File: src/rtl/iter_shifter_pkg.sv
// Shared types for the iterative shift unit.
// Op encodings and FSM state type.
package iter_shifter_pkg;

  localparam logic [1:0] SHOP_SLL = 2'b00;
  localparam logic [1:0] SHOP_SRL = 2'b01;
  localparam logic [1:0] SHOP_ROR = 2'b10;
  localparam logic [1:0] SHOP_SRA = 2'b11;

  typedef enum logic [1:0] {
    ST_IDLE  = 2'd0,
    ST_SHIFT = 2'd1,
    ST_DONE  = 2'd2
  } state_e;

endpackage

File: src/rtl/iter_shifter_step.sv
// One combinational shift step of 0..STEP positions.
// ROR is built only with ITER_SHIFTER_ROTATE_EN defined.
module shift_step
  import iter_shifter_pkg::*;
#(
  parameter int XLEN = 32,
  parameter int STEP = 4
) (
  input  logic [XLEN-1:0]           value_i,
  input  logic [1:0]                op_i,
  input  logic                      sign_i,
  input  logic [$clog2(STEP+1)-1:0] k_i,
  output logic [XLEN-1:0]           value_o
);

  localparam int SW = $clog2(XLEN+1);

  logic [SW-1:0]   kx;
  logic [SW-1:0]   kc;
  logic [XLEN-1:0] fill;

  assign kx = SW'(k_i);
  assign kc = SW'(XLEN) - kx;
  // k==0 gives kc==XLEN, which shifts the fill mask fully out
  assign fill = {XLEN{sign_i}} << kc;

  always_comb begin
    value_o = value_i;
    case (op_i)
      SHOP_SLL: value_o = value_i << kx;
      SHOP_SRL: value_o = value_i >> kx;
      SHOP_SRA: value_o = (value_i >> kx) | fill;
`ifdef ITER_SHIFTER_ROTATE_EN
      SHOP_ROR: value_o = (value_i >> kx) | (value_i << kc);
`else
      SHOP_ROR: value_o = value_i;
`endif
      default:  value_o = value_i;
    endcase
  end

endmodule

File: src/rtl/iter_shifter.sv
// Multi-cycle SLL/SRL/SRA unit, STEP bits per cycle.
// Optional ROR on op 10 via ITER_SHIFTER_ROTATE_EN.
module iter_shifter
  import iter_shifter_pkg::*;
#(
  parameter int XLEN = 32,
  parameter int STEP = 4
) (
  input  logic                     clk,
  input  logic                     reset,
  input  logic                     in_valid,
  output logic                     in_ready,
  input  logic [1:0]               op,
  input  logic [XLEN-1:0]          operand,
  input  logic [$clog2(XLEN)-1:0]  shamt,
  output logic                     out_valid,
  input  logic                     out_ready,
  output logic [XLEN-1:0]          result
);

  localparam int SAW = $clog2(XLEN);
  localparam int KW  = $clog2(STEP+1);

  state_e          state_q, state_d;
  logic [1:0]      op_q, op_d;
  logic [XLEN-1:0] val_q, val_d;
  logic [XLEN-1:0] step_val;
  logic            sign_q, sign_d;
  logic [SAW-1:0]  rem_q, rem_d;
  logic [KW-1:0]   k;

  assign k = ({1'b0, rem_q} >= (SAW+1)'(STEP))
           ? KW'(STEP) : KW'(rem_q);

  shift_step #(
    .XLEN (XLEN),
    .STEP (STEP)
  ) u_step (
    .value_i (val_q),
    .op_i    (op_q),
    .sign_i  (sign_q),
    .k_i     (k),
    .value_o (step_val)
  );

  always_comb begin
    state_d = state_q;
    op_d    = op_q;
    val_d   = val_q;
    sign_d  = sign_q;
    rem_d   = rem_q;
    unique case (state_q)
      ST_IDLE: begin
        if (in_valid) begin
          op_d    = op;
          val_d   = operand;
          sign_d  = operand[XLEN-1];
          rem_d   = shamt;
          state_d = (shamt == '0) ? ST_DONE : ST_SHIFT;
        end
      end
      ST_SHIFT: begin
        val_d = step_val;
        rem_d = rem_q - SAW'(k);
        if (rem_d == '0) state_d = ST_DONE;
      end
      ST_DONE: begin
        if (out_ready) state_d = ST_IDLE;
      end
      default: state_d = ST_IDLE;
    endcase
  end

  always_ff @(posedge clk) begin
    if (reset) begin
      state_q <= ST_IDLE;
      op_q    <= SHOP_SLL;
      val_q   <= '0;
      sign_q  <= 1'b0;
      rem_q   <= '0;
    end else begin
      state_q <= state_d;
      op_q    <= op_d;
      val_q   <= val_d;
      sign_q  <= sign_d;
      rem_q   <= rem_d;
    end
  end

  assign in_ready  = (state_q == ST_IDLE);
  assign out_valid = (state_q == ST_DONE);
  assign result    = val_q;

endmodule

File: config.mk
export PLATFORM = sky130hd
export DESIGN_NAME = iter_shifter
export DESIGN_NICKNAME = d
export VERILOG_FILES = /design/src/rtl/iter_shifter_pkg.sv /design/src/rtl/iter_shifter_step.sv /design/src/rtl/iter_shifter.sv
export SDC_FILE = /design/constraint.sdc
export NUM_CORES = 1
export LEC_CHECK = 0
export BUFFER_PORTS_ARGS = -buffer_cell sky130_fd_sc_hd__buf_4
export CAP_MARGIN = 10
export CORE_UTILIZATION = 34
export DETAILED_ROUTE_END_ITERATION = 7
export GPL_ROUTABILITY_DRIVEN = 0
export SLEW_MARGIN = 20
export SYNTH_ARGS = -nofsm -noshare
export SYNTH_HDL_FRONTEND = slang
export SYNTH_SLANG_ARGS = --single-unit
File: constraint.sdc
create_clock -name clk -period 3.6 [get_ports clk]
set_input_delay 0.36 -clock clk [delete_from_list [all_inputs] [get_ports clk]]
set_output_delay 0.36 -clock clk [all_outputs]
set_load 0.02 [all_outputs]
==> results.py <==
metrics = {
    "outcome": {
        "outcome": "complete, no violations",
    },
    "floorplan": {
        "die_w_um": 121,
        "ios": 77,
        "core_um2": 13900,
        "std_cell_rows": 43,
        "die_h_um": 121,
        "die_area_um2": 14700,
        "initial_utilization": 0.348,
    },
    "run": {
        "drv_cap": 0,
    },
    "sta": {
        "min_period_ns": 3.23,
        "final_max_slew_viol_count": 0,
        "setup_violations": 0,
        "fin_ws_ns": 0.366,
        "slew_headroom": 0.389,
        "setup-tns-final_ns": 0,
        "worst_slew_pin_slew_ns": 0.916,
        "rsz0062_at_grt": "false",
        "max_freq_mhz": 309,
        "hold_viol": 0,
        "finClkSkew_ns": 0.0129,
        "post-route-period-util": 0.898,
    },
    "power_and_ir_drop": {
        "comb_power_share": 0.505,
        "netSwitchingPower_mw": 1.27,
        "p_leak_nw": 2.09,
        "power_frac_seq": 0.290,
        "clockPowerShare": 0.205,
        "p_per_area_nw_per_um2": 478,
        "ir_worst_vdd_v": 0.000256,
        "swShare": 0.476,
        "p_int_mw": 1.40,
    },
    "critical_path": {
        "arrival_ns": 3.47,
        "cp_slowest_stage_delay_ns": 0.74,
        "critPathTopFamily": "compound AO/OA/AOI/OAI gates",
        "path_buf_inv": 1,
        "crit_top_cell": "ha_1",
        "crit_chain": "nor4b_4 -> inv_1 -> ha_1 -> ha_1 -> nand3_1 -> a2111oi_0 -> a21oi_1 -> a211o_1 -> o21ai_0",
        "crit_type": "reg -> reg",
        "startpoint_type": "flip-flop",
        "end_kind": "flip-flop",
        "crit_required_ns": 3.84,
        "cp_slowest_cell": "a2111oi_0",
        "critPathMaxFanout": 16,
    },
    "synthesis": {
        "syn_inst": 683,
        "synth_area_um2": 4830,
        "synth_area_leaders": "dfxtp_1 17%, mux2i_1 8.7%, nand2_1 6.4%, a21oi_1 6.2%, mux4_2 6.1%",
        "muxShareOfSynthArea": 0.166,
        "yosysSeqAreaShare": 0.174,
        "synth_ff_type": "dfxtp_1",
        "synth_edf_count": 0,
        "ys_warn_count": 0,
        "ys_ff_latch": 42,
        "async_flop_share": 0,
        "synth_top_family_by_area": "compound AO/OA/AOI/OAI gates",
        "synthSimpleGateAreaFrac": 0.242,
        "synth_compound_area_frac": 0.319,
        "synth-xor-area-share": 0.00363,
        "yosys.cell_types.count": 71,
        "postSynthAreaPerCell_um2": 7.07,
        "synth_nets": 729,
        "synth_fa_ha_area_frac": 0.00777,
        "yosysTopAreaCellShare": 0.174,
        "synth_area_leader_cell": "dfxtp_1",
    },
    "clock_tree": {
        "cts_tree": "yes",
        "cts_sinks": 42,
        "cts_root_buffer": "clkbuf_16",
        "cts_resized": 0,
        "path_clk_slew_ns": 0.07,
        "htree_levels": 2,
        "cts_made_buffers": 5,
        "cts_hold_buf": 0,
        "cts_setup_buffers": 0,
        "clock_latency_ns": 0.31,
        "clk_path_buf_depth": 2,
    },
    "global_routing": {
        "grt.overflow.total": 0,
        "grt_pass1_wl_um": 30200,
        "grt_max_degree": 60,
        "grt_pass1_vias": 5359,
        "track_usage": 0.265,
        "antenna_found_initial": 0,
    },
    "routing": {
        "ant_nets": 0,
        "drtPass1Iterations": 7,
        "vias": 5792,
        "post_drt_wl_per_cell_um": 22.0,
        "wl_um": 19300,
        "viasPerCell": 6.61,
        "remaining_drc_errors": 0,
        "drt_iter0_markers": 822,
    },
    "cells_and_area": {
        "fin_area_um2": 5580,
        "diodes": 0,
        "drive_gt1_frac": 0.197,
        "fin_nets": 741,
        "area_growth_pct": 15.5,
    },
    "place": {
        "place_ws_ns": 0.501,
        "port_buffers": 76,
        "placed_cell_area_um2": 5410,
        "hpwl_um": 12400,
    },
    "hold_path": {
        "hp-class": "in -> reg",
    },
}
==> worst paths after layout <==
kind | start | end | slack [ns] | cells after the start
worst max-delay path | rem_q[2]$_SDFFE_PP0P_ | result[20]$_SDFFE_PP0P_ | 0.37 | 9
worst min register to register | sign_q$_SDFFE_PP0P_ | sign_q$_SDFFE_PP0P_ | 0.57 | 2
worst min-delay path | op[0] | op_q[0]$_SDFFE_PP0P_ | 0.29 | 3
worst max register to register | rem_q[2]$_SDFFE_PP0P_ | result[20]$_SDFFE_PP0P_ | 0.37 | 9
==> kinds of logic after synthesis <==
kind of cell / count (synthesis)
XOR/XNOR: 2
multiplexers: 63
AND/OR/NAND/NOR: 238
other: 1
AO/OA/AOI/OAI: 232
adder cells (fa/ha/maj): 3
buffers and inverters: 102
flip-flops: 42
==> metrics by stage <==
| stage | std cells | utilization | hold WS [ns] | power, mW |
|---|---|---|---|---|
| finish | 876 | 0.402 | 0.295 | 2.67 |
| global route | 876 | 0.402 | 0.301 | 2.81 |
| CTS | 876 | 0.402 | 0.292 | 2.63 |
| detailed placement | 868 | 0.390 | 0.544 | 2.08 |
| global placement | 868 | 0.390 | 0.556 | 2.07 |
| floorplan | 683 | - | 0.482 | 1.64 |
==> area by class of cell <==
type                            instances  area (µm²)
Clock buffer                            5         125
Clock inverter                          3        40.0
Fill cell                            1462        8300
Inverter                               13        48.8
Multi-Input combinational cell        539        3590
Sequential cell                        42         843
Tap cell                              180         225
Timing Repair Buffer                   94         706
==> worst min-delay path, cell delays in order <==
cell and delay [ns]:
buf_4 0.08, a21oi_1 0.05, nor2_1 0.07
==> power by group through the flow <==
stage | combinational, mW | sequential [mW] | clock, mW
2_1_floorplan | 0.965 | 0.679 | 0
5_1_grt | 1.45 | 0.785 | 0.576
3_5_place_dp | 1.31 | 0.771 | 0
4_1_cts | 1.32 | 0.760 | 0.556
3_3_place_gp | 1.30 | 0.765 | 0
6_report | 1.35 | 0.774 | 0.547
==> flip-flops by register name, indices dropped and copies added (netlist names) <==
name / cells
rem_q: 5
result: 32
op_q: 2
sign_q: 1
state_q: 2
==> cells in the final DEF (no fill, tap or decap), types with 4 or more instances in the layout <==
cell       count
buf_4         94
a211o_1        6
nor2b_1        5
a21oi_1       60
mux2_2         8
mux4_2        13
nand2_1       82
o22a_1         4
and3_1        13
o221ai_1      10
a221o_1        5
dfxtp_1       40
clkbuf_16      5
o21ai_0       47
o22ai_1        8
mux2i_1       42
a31oi_1       16
nand4_1        8
a2111oi_0      6
o211ai_1       8
a211oi_1       9
inv_1         11
nor2_1        46
nor3_1        22
o21a_1         4
a221oi_1       8
or4_1          6
nor4_1         6
or3_1          8
nand3_1       19
o31ai_1        6
nand2b_1       7
==> Yosys cell counts, types with 3 or more instances <==
library cell,count
nand2b_1,7
nor2_1,47
o22ai_1,8
o221ai_1,10
nand4_1,8
or4_1,6
nor4_1,6
a31oi_1,16
buf_1,9
nand2_1,82
buf_4,3
o21ai_0,47
o22a_1,4
ha_1,3
a211o_1,6
clkbuf_1,62
inv_1,11
buf_2,15
mux4_2,13
a21oi_1,60
a2111oi_0,6
a211oi_1,9
mux2i_1,42
o31a_1,3
nor2b_1,6
o21a_1,4
o2bb2ai_1,3
dfxtp_1,42
mux2_2,8
a221o_1,5
nor3_1,22
o32ai_1,3
a221oi_1,8
or3_1,8
a22oi_1,3
and3_1,13
a21o_1,3
o211ai_1,8
o31ai_1,6
nand3_1,19
==> routing by layer <==
metal	vias to the layer above	wire length [µm]	track usage
li1	2599	-	-
met1	2741	8120	0.363
met2	392	8500	0.398
met3	60	2020	0.0508
met4	0	639	0.122
met5	-	0	0
Note: power is estimated with default switching activity, not from simulation.
